<file path="src/rtl/rs15_9_syndrome_calc.sv">
// RS(15,9) syndrome calculator over GF(16), p(x) = x^4 + x + 1.
// Evaluates the received polynomial at alpha^1..alpha^NUM_SYN with Horner's
// rule, one symbol per clock, highest-order symbol first. The syndromes and
// the error flag are published together with a one-cycle done pulse.
module rs15_9_syndrome_calc #(
  parameter int N_SYM   = 15,
  parameter int NUM_SYN = 6
) (
  input  logic        clk,
  input  logic        rst_n,
  input  logic [59:0] i_codeword,
  input  logic        i_start,
  output logic        o_busy,
  output logic        o_done,
  output logic [23:0] o_syndromes,
  output logic        o_error_detected
);

  typedef enum logic [1:0] {
    IDLE,
    RUN,
    DONE
  } state_t;

  // The counter walks from the highest used symbol index down to r0.
  localparam logic [3:0] CNT_INIT = 4'(N_SYM - 1);

  state_t      r_state;
  logic [59:0] r_codeword;
  logic [3:0]  r_cnt;
  logic [23:0] r_acc;

  logic [3:0]  w_sym;
  logic [23:0] w_accNext;

  // GF(16) product: shift-and-add, reducing by x^4 = x + 1 after every shift.
  function automatic logic [3:0] gfMul(input logic [3:0] a, input logic [3:0] b);
    logic [3:0] prod;
    logic [3:0] shifted;
    prod    = 4'h0;
    shifted = a;
    for (int i = 0; i < 4; i++) begin
      if (b[i]) begin
        prod = prod ^ shifted;
      end
      shifted = {shifted[2:0], 1'b0} ^ (shifted[3] ? 4'h3 : 4'h0);
    end
    return prod;
  endfunction

  // Evaluation points alpha^1..alpha^6 for syndromes S1..S6.
  function automatic logic [3:0] alphaPow(input int j);
    logic [3:0] val;
    case (j)
      1:       val = 4'h2;
      2:       val = 4'h4;
      3:       val = 4'h8;
      4:       val = 4'h3;
      5:       val = 4'h6;
      6:       val = 4'hC;
      default: val = 4'h0;
    endcase
    return val;
  endfunction

  // One Horner step for every active syndrome; unused slots stay zero.
  always_comb begin
    w_sym     = r_codeword[{r_cnt, 2'b00} +: 4];
    w_accNext = '0;
    for (int j = 0; j < NUM_SYN; j++) begin
      w_accNext[4*j +: 4] = gfMul(r_acc[4*j +: 4], alphaPow(j + 1)) ^ w_sym;
    end
  end

  // Control FSM with registered outputs; results are only updated on entry to DONE.
  always_ff @(posedge clk or negedge rst_n) begin
    if (!rst_n) begin
      r_state          <= IDLE;
      r_codeword       <= '0;
      r_cnt            <= '0;
      r_acc            <= '0;
      o_busy           <= 1'b0;
      o_done           <= 1'b0;
      o_syndromes      <= '0;
      o_error_detected <= 1'b0;
    end else begin
      case (r_state)
        IDLE: begin
          o_done <= 1'b0;
          if (i_start) begin
            r_codeword <= i_codeword;
            r_acc      <= '0;
            r_cnt      <= CNT_INIT;
            o_busy     <= 1'b1;
            r_state    <= RUN;
          end
        end
        RUN: begin
          r_acc <= w_accNext;
          if (r_cnt == 4'd0) begin
            o_syndromes      <= w_accNext;
            o_error_detected <= |w_accNext;
            o_done           <= 1'b1;
            o_busy           <= 1'b0;
            r_state          <= DONE;
          end else begin
            r_cnt <= r_cnt - 4'd1;
          end
        end
        DONE: begin
          o_done  <= 1'b0;
          r_state <= IDLE;
        end
        default: begin
          o_busy  <= 1'b0;
          o_done  <= 1'b0;
          r_state <= IDLE;
        end
      endcase
    end
  end

endmodule

</file>
<file path="config.mk">
export PLATFORM = sky130hd
export DESIGN_NAME = rs15_9_syndrome_calc
export DESIGN_NICKNAME = d
export VERILOG_FILES = /design/src/rtl/rs15_9_syndrome_calc.sv
export SDC_FILE = /design/constraint.sdc
export NUM_CORES = 1
export LEC_CHECK = 0
export ABC_AREA = 1
export CAP_MARGIN = 20
export CORE_MARGIN = 8
export CORE_UTILIZATION = 54
export CTS_CLUSTER_DIAMETER = 120
export DETAILED_ROUTE_END_ITERATION = 12
export GPL_TIMING_DRIVEN = 0
export PLACE_DENSITY = 0.8
export SLEW_MARGIN = 10
export SYNTH_ARGS = -nofsm -noshare
export SYNTH_HDL_FRONTEND = slang
export SYNTH_SLANG_ARGS = --single-unit
</file>
<file path="constraint.sdc">
create_clock -name clk -period 5.6 [get_ports clk]
set_input_delay 0.84 -clock clk [delete_from_list [all_inputs] [get_ports clk]]
set_output_delay 0.84 -clock clk [all_outputs]
set_load 0.01 [all_outputs]
</file>
==> flow_metrics.py, run 1 <==
metrics = {
    "logic_synthesis": {
        "synth_ff_type": "dfrtp_1",
        "synth_top_cell_by_area": "dfrtp_1",
        "ys_seq_elements": 117,
        "ys_seq_area_frac": 0.508,
        "yosys_warnings": 0,
        "synth_top_area_frac": 0.508,
        "synthTopCellsByArea": "dfrtp_1, nand2_1, o21ai_0",
        "async_flop_share": 1.00,
        "avgSynthCellArea_um2": 7.86,
        "yosysMostFrequentCell": "nand2_1",
        "synth_nets": 797,
        "yosysUniqueCellTypes": 29,
        "synth_commonest_cells": "nand2_1, dfrtp_1, inv_1, o21ai_0, nand3_1",
        "syn_inst": 733,
        "syn_area_um2": 5760,
        "synth_edf_count": 0,
    },
    "power_and_ir_drop": {
        "p_leak_nw": 3.61,
        "switchingPower_mw": 2.37,
        "seqPwrFrac": 0.280,
        "pwr-share-comb": 0.526,
        "pwr-share-clk": 0.194,
        "powerDensity_nw_per_um2": 707,
        "peakVddDrop_uv": 330,
        "switching_share": 0.453,
        "power.internal_mw": 2.86,
    },
    "timing": {
        "clock_skew_ns": 0.00766,
        "final.setup.tns_ns": 0,
        "maxSlewViolCount": 0,
        "rsz0062_at_grt": "false",
        "tightest_slew_ns": 0.573,
        "fin_crit_sh": 0.450,
        "finalCriticalPeriod_ns": 2.52,
        "fmax_mhz": 396,
        "relSlewSlack": 0.618,
        "finalHoldViolCount": 0,
        "setup_slack_ns": 3.08,
        "setup_violations": 0,
    },
    "route": {
        "drt-total-wl_um": 16100,
        "drc_errors": 0,
        "ant_nets": 0,
        "drt-wirelength-per-cell_um": 16.3,
        "num_vias": 5322,
        "drt_pass1_iterations": 5,
        "first_iter_violations": 524,
        "vias_per_cell": 5.38,
    },
    "worst_setup_path": {
        "path_max_fanout": 10,
        "startpoint_type": "input pin",
        "crit_type": "input pin to register",
        "slowest_stage": "clkdlybuf4s50_1",
        "cpPeakStageDelay_ns": 0.52,
        "worstPathRequired_ns": 6.02,
        "worstSetupEndpointType": "register",
        "path_cells": "clkdlybuf4s50_1, nand2_1, inv_1, clkbuf_1, clkbuf_1, nand2_1, o21ai_0",
        "crit_arrival_ns": 2.94,
    },
    "layout": {
        "nFillCells": 822,
        "drive_gt1_frac": 0.0785,
        "nNetsFinal": 906,
        "area_growth_pct": 28.4,
        "n_antenna_cell": 0,
        "finalNonFillerCells": 990,
    },
    "cts": {
        "cts_tree": "done",
        "cts.clk_slew.worst_paths_ns": 0.06,
        "post_cts_buffers": 0,
        "cts_sinks": 117,
        "clk_path_buf_depth": 2,
        "cts_root_buf": "clkbuf_8",
        "cts_resized": 0,
        "clk-insertion-delay-late_ns": 0.51,
        "h-tree-depth": 4,
        "cts_buffers": 17,
        "ctsHoldBuffers": 0,
    },
    "floorplan": {
        "core.rowCount": 37,
        "ios": 90,
        "die_area_um2": 14200,
        "dieHeight_um": 119,
        "core-area_um2": 10300,
        "die_w_um": 119,
        "start_util": 0.558,
    },
    "global_routing": {
        "grt_use_total": 0.239,
        "grt_max_degree": 90,
        "antenna_found_initial": 0,
        "grt_pass1_wl_um": 27300,
        "grt-ovfl-total": 0,
        "grt_pass1_vias": 5572,
    },
    "placement": {
        "place.gp.congestion": 0.909,
        "preCtsSetupSlack_ns": 2.65,
        "dp_cells": 959,
        "io_buffers": 89,
        "hpwl_um": 11500,
    },
    "flow_run": {
        "cap_violations": 0,
    },
    "hold_path": {
        "hp-class": "input pin to asynchronous set/reset pin",
    },
    "run_status": {
        "status": "complete, no violations",
    },
}
==> through the flow <==
stage	hold slack (ns)	area, um2	power (mW)	utilization
6_report	0.193	7390	5.23	0.716
5_1_grt	0.203	7390	5.66	0.716
4_1_cts	0.194	7390	5.20	0.716
3_5_place_dp	0.473	6850	4.16	0.663
3_3_place_gp	0.466	6820	4.08	0.661
2_1_floorplan	0.441	5760	3.28	-
==> placed cells by master, fill, tap and decap left out, drive strengths merged, types with 2 or more instances in the layout <==
| master | instances |
|---|---|
| nand3b | 6 |
| xnor2 | 8 |
| nor2 | 31 |
| clkbuf | 41 |
| buf | 17 |
| o22ai | 11 |
| nand2 | 237 |
| inv | 99 |
| dfrtp | 117 |
| clkinv | 5 |
| xor2 | 10 |
| nand3 | 80 |
| o21ai | 94 |
| clkinvlp | 3 |
| bufinv | 2 |
| clkdlybuf4s50 | 88 |
==> worst max-delay path, delay by kind of cell <==
kind	cells	cell delay (ns)
AOI/OAI and AO/OA	1	0.12
and+or+nand+nor	2	0.37
buffers and inverters	4	1.61
==> flip-flops by register name (all words and copies together) (netlist names) <==
| name | cells |
|---|---|
| r_codeword | 60 |
| o_busy | 1 |
| o_done | 1 |
| o_error_detected | 1 |
| r_state | 2 |
| o_syndromes | 24 |
| r_cnt | 4 |
| r_acc | 24 |
==> cell type report <==
type	instances	area [um2]	share of cell area
plain buffers	35	199	0.0269
clock buffers	21	439	0.0594
clock inverters	10	108	0.0146
inverters	99	377	0.0509
multi-input cells	482	2250	0.305
flip-flops and latches	117	2930	0.396
well taps	136	170	0.0230
repair buffers	90	920	0.124
==> per-layer routing <==
| layer | share of wire | global-route usage |
|---|---|---|
| met1 | 0.44 | 0.313 |
| met2 | 0.47 | 0.372 |
| met3 | 0.069 | 0.0524 |
| met4 | 0.025 | 0.108 |
| met5 | 0 | 0 |
==> kinds of logic after synthesis <==
logic type                 synth area share
and+or+nand+nor                       0.266
buffers and inverters                 0.100
DFF                                   0.508
AOI/OAI and AO/OA                    0.0965
xor gates and xnor gates             0.0274
adders and majority gates           0.00217
==> power groups by stage <==
stage	registers (mW)	logic (mW)	clock network [mW]
6_report	1.46	2.75	1.01
5_1_grt	1.50	3.09	1.06
4_1_cts	1.46	2.73	1.02
3_5_place_dp	1.47	2.69	0
3_3_place_gp	1.45	2.62	0
2_1_floorplan	1.46	1.82	0
==> path summary, 6_finish.rpt <==
| kind | from | to | slack, ns | depth (start not counted) |
|---|---|---|---|---|
| min | rst_n | r_codeword[5] | 0.19 | 1 |
| max in group asynchronous | rst_n | r_codeword[11] | 4.68 | 2 |
| min in group clk | o_syndromes[10] | o_syndromes[10] | 0.48 | 2 |
| max | i_start | r_codeword[43] | 3.08 | 7 |
| max reg2reg | r_cnt[1] | o_syndromes[11] | 3.20 | 13 |
| min reg2reg | o_syndromes[10] | o_syndromes[10] | 0.48 | 2 |
No activity file was read; power rests on OpenSTA's default activity.
==> run 2: changes to the inputs <==
--- a/config.mk
+++ b/config.mk
@@ -8,11 +8,11 @@
 export ABC_AREA = 1
 export CAP_MARGIN = 20
 export CORE_MARGIN = 8
-export CORE_UTILIZATION = 54
+export CORE_UTILIZATION = 49
 export CTS_CLUSTER_DIAMETER = 120
 export DETAILED_ROUTE_END_ITERATION = 12
 export GPL_TIMING_DRIVEN = 0
-export PLACE_DENSITY = 0.8
+export PLACE_DENSITY = 0.77
 export SLEW_MARGIN = 10
 export SYNTH_ARGS = -nofsm -noshare
 export SYNTH_HDL_FRONTEND = slang
==> constraint.sdc (replaced) <==
create_clock -name clk -period 2.3 [get_ports clk]
set_input_delay 0.345 -clock clk [delete_from_list [all_inputs] [get_ports clk]]
set_output_delay 0.345 -clock clk [all_outputs]
set_load 0.01 [all_outputs]
==> run 2 against run 1 <==
Effect of this change: count of clock-buffer cells in the layout increased by 1; final area increased by 4.0%; sequential share of layout area fell by 1.5 points; via count is 0.17% lower; sequential cell count unchanged; first-iteration DRC count down 3.4%; highest routed layer unchanged; clock power grew to 2.9 times the previous value; non-clock buffer count increased by 11; global-route usage fell by 2.2 points; cell count grew 1.8%.
==> flow_metrics.py, run 2 (synthesized netlist as in run 1, its figures left out) <==
metrics = {
    "power_and_ir_drop": {
        "peakVddDrop_uv": 871,
        "pwr-share-comb": 0.522,
        "powerDensity_nw_per_um2": 1780,
        "power.internal_mw": 7.71,
        "seqPwrFrac": 0.261,
        "switchingPower_mw": 5.97,
        "p_leak_nw": 3.74,
        "switching_share": 0.436,
        "power.total_mw": 13.7,
        "pwr-share-clk": 0.217,
    },
    "layout": {
        "largest_register_ffs": 60,
        "layout_common_cells": "nand2_1, dfrtp_1, inv_1",
        "final_common_cell": "nand2_1",
        "nFillCells": 938,
        "area_growth_pct": 33.6,
        "drive_gt1_frac": 0.0960,
        "fin_area_um2": 7690,
        "seqCellArea_um2": 2930,
        "multi_input_area_um2": 2330,
        "largestRegisters": "r_codeword (60), o_syndromes (24), r_acc (24)",
        "regMostFlops": "r_codeword",
        "nNetsFinal": 917,
        "final_util": 0.671,
        "n_antenna_cell": 0,
    },
    "placement": {
        "io_buffers": 89,
        "hpwl_um": 11600,
        "place.gp.congestion": 0.924,
        "place_area_um2": 6860,
    },
    "worst_setup_path": {
        "rrSetupSlack_ns": 0.11,
        "crit_arrival_ns": 2.47,
        "cpMostUsedCell": "buf_4",
        "slowest_stage": "dfrtp_1",
        "worstPathRequired_ns": 2.58,
        "startpoint_type": "register",
        "cp_num_buf_inv": 7,
        "crit_type": "register to register",
        "worstSetupEndpointType": "register",
        "path_cells": "buf_4, inv_4, buf_6, ha_2, nand2_2, o21ai_4, inv_2, nor2_4, inv_2, buf_4, buf_4, nand2_1, o21ai_1",
        "cpPeakStageDelay_ns": 0.36,
        "crit_family": "buffers and inverters",
        "path_max_fanout": 10,
    },
    "global_routing": {
        "grt_max_degree": 85,
        "grt_use_total": 0.216,
        "grt_pass1_vias": 5358,
        "grt-ovfl-total": 0,
        "grt_pass1_wl_um": 27200,
        "antenna_found_initial": 0,
    },
    "floorplan": {
        "core-area_um2": 11500,
        "die_area_um2": 15500,
        "dieHeight_um": 124,
        "start_util": 0.502,
        "core.rowCount": 39,
        "ios": 90,
        "die_w_um": 124,
    },
    "route": {
        "vias_per_cell": 5.27,
        "drt-total-wl_um": 16600,
        "drt_pass1_iterations": 6,
        "drc_errors": 0,
        "drt-wirelength-per-cell_um": 16.5,
        "first_iter_violations": 506,
        "num_vias": 5313,
        "ant_nets": 0,
    },
    "timing": {
        "final.setup.tns_ns": 0,
        "tightest_slew_ns": 0.646,
        "finalCriticalPeriod_ns": 2.19,
        "setup_violations": 0,
        "fmax_mhz": 457,
        "relSlewSlack": 0.570,
        "fin_crit_sh": 0.951,
        "maxSlewViolCount": 0,
        "rsz0062_at_grt": "true",
        "clock_skew_ns": 0.00685,
        "finalHoldViolCount": 0,
    },
    "cts": {
        "clk_path_buf_depth": 2,
        "clk-insertion-delay-late_ns": 0.42,
        "cts_root_buf": "clkbuf_16",
        "h-tree-depth": 4,
        "cts_tree": "done",
        "cts_buffers": 17,
        "cts_sinks": 117,
        "cts.clk_slew.worst_paths_ns": 0.05,
    },
    "flow_run": {
        "cap_violations": 0,
    },
    "hold_path": {
        "hp-class": "input pin to asynchronous set/reset pin",
    },
    "run_status": {
        "status": "complete, no violations",
    },
}
==> run 2: cell types whose count changed in the layout (fill, tap and decap cells not counted), moves of 3 or more <==
cell	delta
nand3_2	-6
buf_4	+12
nand3_4	+6
buf_2	-3
bufinv_16	+3
clkbuf_1	-4
==> run 2: final timing paths <==
check | startpoint | to | cells after the start
setup / recovery | r_cnt[1] | o_syndromes[15] | 13
max in group asynchronous | rst_n | o_syndromes[11] | 3
min in group clk | i_codeword[3] | r_codeword[3] | 3
setup reg to reg | r_cnt[1] | o_syndromes[15] | 13
hold reg to reg | o_syndromes[9] | o_syndromes[9] | 2
hold / removal | rst_n | r_codeword[4] | 2
==> run 2: area by class of cell <==
| class | instances | share of cell area |
|---|---|---|
| inverter | 99 | 0.0490 |
| tap | 143 | 0.0233 |
| clock inverter | 9 | 0.0224 |
| buffer | 35 | 0.0272 |
| clock buffer | 22 | 0.0629 |
| timing repair buffer | 101 | 0.132 |
| sequential | 117 | 0.381 |
| multi-input combinational | 482 | 0.302 |
==> run 2: repair_timing <==
action	in CTS	in global routing
pin swaps	0	7
hold endpoints to repair	33	0
hold buffers	1	0
resized for setup	2	20
cloned	0	0
endpoints found under the setup margin	20	50
buffers inserted	0	10
==> run 2: through the flow <==
step	setup slack [ns]	hold WS, ns	cells
after floorplan	0.364	0.0494	733
after CTS	0.00964	0.392	998
after global placement	-3.49	0.467	965
after global routing	-0.00256	0.430	1008
after detailed placement	-0.143	0.257	966
final	0.113	0.390	1008
==> run 2: power groups by stage <==
stage	Combinational, mW	Sequential, mW	Clock [mW]
finish	7.14	3.58	2.97
floorplan	4.42	3.56	0
detailed placement	6.59	3.58	0
CTS	6.69	3.57	2.98
global route	7.93	3.68	3.06
global placement	6.44	3.54	0
==> run 2: per-layer routing <==
layer	wire length, um	track usage	vias up
met4	315	0.0964	0
li1	-	-	2544
met3	1100	0.0489	29
met2	7570	0.326	185
met5	0	0	-
met1	7640	0.290	2555
==> run 2: worst register-to-register path: stages, from the launching register on <==
cell	delay (ns)
dfrtp_1	0.36
buf_4	0.18
inv_4	0.10
buf_6	0.15
ha_2	0.21
nand2_2	0.09
o21ai_4	0.19
inv_2	0.08
nor2_4	0.14
inv_2	0.06
buf_4	0.18
buf_4	0.18
nand2_1	0.06
o21ai_1	0.07
==> run 3: changes to the inputs <==
--- a/config.mk
+++ b/config.mk
@@ -8,11 +8,12 @@
 export ABC_AREA = 1
 export CAP_MARGIN = 20
 export CORE_MARGIN = 8
-export CORE_UTILIZATION = 49
+export CORE_UTILIZATION = 54
 export CTS_CLUSTER_DIAMETER = 120
 export DETAILED_ROUTE_END_ITERATION = 12
 export GPL_TIMING_DRIVEN = 0
-export PLACE_DENSITY = 0.77
+export MAX_ROUTING_LAYER = met4
+export PLACE_DENSITY = 0.8
 export SLEW_MARGIN = 10
 export SYNTH_ARGS = -nofsm -noshare
 export SYNTH_HDL_FRONTEND = slang
==> constraint.sdc (replaced) <==
create_clock -name clk -period 2.25 [get_ports clk]
set_input_delay 0.3375 -clock clk [delete_from_list [all_inputs] [get_ports clk]]
set_output_delay 0.3375 -clock clk [all_outputs]
set_load 0.01 [all_outputs]
==> run 3 against run 2 <==
Effect of this change: utilization rose by 6.8 points; clock power fell by 21%; via count rose by 2.0%; critical path type unchanged; largest power group unchanged; final area fell by 0.85%; wire length rose by 1.1%; sequential power rose by 2%; sequential share of layout area rose by 0.32 points; register-to-register slack got worse by 0.02 ns; first-iteration DRC count rose by 13%; count of clock-buffer cells in the layout rose by 6.
==> flow_metrics.py, run 3 (synthesized netlist as in run 1, its figures left out) <==
metrics = {
    "timing": {
        "fmax_mhz": 463,
        "clock_skew_ns": 0.00969,
        "relSlewSlack": 0.590,
        "tightest_slew_ns": 0.616,
        "setup_slack_ns": 0.0899,
        "hold_slack_ns": 0.255,
        "fin_crit_sh": 0.960,
        "finalHoldViolCount": 0,
        "maxSlewViolCount": 0,
        "finalCriticalPeriod_ns": 2.16,
        "setup_violations": 0,
        "rsz0062_at_grt": "true",
    },
    "route": {
        "drt-total-wl_um": 16800,
        "vias_per_cell": 5.38,
        "num_vias": 5418,
        "drt_pass1_iterations": 5,
        "drt-wirelength-per-cell_um": 16.7,
        "first_iter_violations": 570,
        "drc_errors": 0,
        "ant_nets": 0,
    },
    "floorplan": {
        "dieHeight_um": 119,
        "core-area_um2": 10300,
        "ios": 90,
        "die_w_um": 119,
        "start_util": 0.558,
        "die_area_um2": 14200,
        "core.rowCount": 37,
    },
    "worst_setup_path": {
        "path_cells": "buf_6, buf_4, nand2_1, nand3_1, nand3_1, nand3_4, buf_4, nand3_1, nand2_1, nor2_1, nand2_1, nor2_2, nand2_1, nor2_1, nor2_1",
        "cpPeakStageDelay_ns": 0.37,
        "path_max_fanout": 10,
        "worstSetupEndpointType": "register",
        "cpMostUsedCell": "nand2_1",
        "worstPathRequired_ns": 2.67,
        "startpoint_type": "register",
        "slowest_stage": "dfrtp_1",
        "crit_arrival_ns": 2.58,
        "crit_type": "register to register",
    },
    "layout": {
        "drive_gt1_frac": 0.0998,
        "n_antenna_cell": 0,
        "nFillCells": 787,
        "nNetsFinal": 923,
        "largest_register_ffs": 60,
        "final_common_cell": "nand2_1",
        "final_util": 0.739,
        "area_growth_pct": 32.5,
        "largestRegisters": "r_codeword (60), o_syndromes (24), r_acc (24)",
        "regMostFlops": "r_codeword",
        "seqCellArea_um2": 2930,
        "multi_input_area_um2": 2350,
        "layout_common_cells": "nand2_1, dfrtp_1, inv_1",
    },
    "placement": {
        "place.gp.congestion": 0.923,
        "hpwl_um": 11600,
        "io_buffers": 89,
        "preCtsSetupSlack_ns": -0.198,
    },
    "cts": {
        "cts_root_buf": "clkbuf_8",
        "cts_tree": "done",
        "clk_path_buf_depth": 2,
        "h-tree-depth": 4,
        "cts.clk_slew.worst_paths_ns": 0.05,
        "clk-insertion-delay-late_ns": 0.53,
        "cts_sinks": 117,
        "cts_buffers": 17,
    },
    "global_routing": {
        "grt_pass1_wl_um": 27400,
        "antenna_found_initial": 0,
        "grt_use_total": 0.249,
        "grt-ovfl-total": 0,
        "grt_max_degree": 87,
        "grt_pass1_vias": 5537,
    },
    "power_and_ir_drop": {
        "power.total_mw": 13.6,
        "powerDensity_nw_per_um2": 1780,
        "peakVddDrop_uv": 887,
        "p_leak_nw": 3.72,
    },
    "flow_run": {
        "cap_violations": 0,
    },
    "hold_path": {
        "hp-class": "input pin to asynchronous set/reset pin",
    },
    "run_status": {
        "status": "complete, no violations",
    },
}
[run 3: path summary, 6_finish.rpt]
| check | cells after the start | from | to | slack [ns] |
|---|---|---|---|---|
| min | 2 | rst_n | r_codeword[5] | 0.25 |
| min in group clk | 3 | i_codeword[34] | r_codeword[34] | 0.34 |
| max | 15 | r_cnt[0] | o_error_detected | 0.09 |
| max reg2reg | 15 | r_cnt[0] | o_error_detected | 0.09 |
| min reg2reg | 2 | r_codeword[34] | r_codeword[34] | 0.48 |
| max in group asynchronous | 3 | rst_n | r_codeword[22] | 1.25 |
[run 3: repair_timing]
item / CTS / global route
hold buffers: 1 / 0
pin swaps: 1 / 8
hold endpoints to repair: 31 / 0
gates cloned: 0 / 1
setup buffers: 1 / 14
resized for setup: 2 / 29
endpoints found under the setup margin: 20 / 32
[run 3: per-layer routing]
metal	vias to the layer above	wire [um]	global-route usage
met4	0	449	0.130
met5	-	0	-
met2	206	7960	0.372
li1	2556	-	-
met1	2621	7280	0.311
met3	35	1130	0.0581
[run 3: report_power, final]
part           switching, mW  internal [mW]
logic                   4.74           2.81
registers              0.529           3.13
clock network          0.897           1.46
[run 3: worst max-delay path, delay by kind of cell, from the launching register on]
| kind | cells | cell delay (ns) |
|---|---|---|
| buf+inv | 3 | 0.49 |
| flops | 1 | 0.37 |
| simple gates | 12 | 1.18 |
[run 3: stage by stage]
| stage | instance area, um2 | setup TNS (ns) | std cells |
|---|---|---|---|
| floorplan | 5760 | 0 | 733 |
| global placement | 6820 | -422.36 | 958 |
| detailed placement | 6850 | -7.57 | 959 |
| CTS | 7390 | 0 | 993 |
| global route | 7630 | -0.0559 | 1008 |
| finish | 7630 | 0 | 1008 |
[run 3: cell type report]
type / instances / area share
Buffer: 35 / 0.0284
Clock buffer: 28 / 0.0649
Clock inverter: 4 / 0.00262
Inverter: 99 / 0.0500
Multi-Input combinational cell: 482 / 0.308
Sequential cell: 117 / 0.384
Tap cell: 136 / 0.0223
Timing Repair Buffer: 107 / 0.140
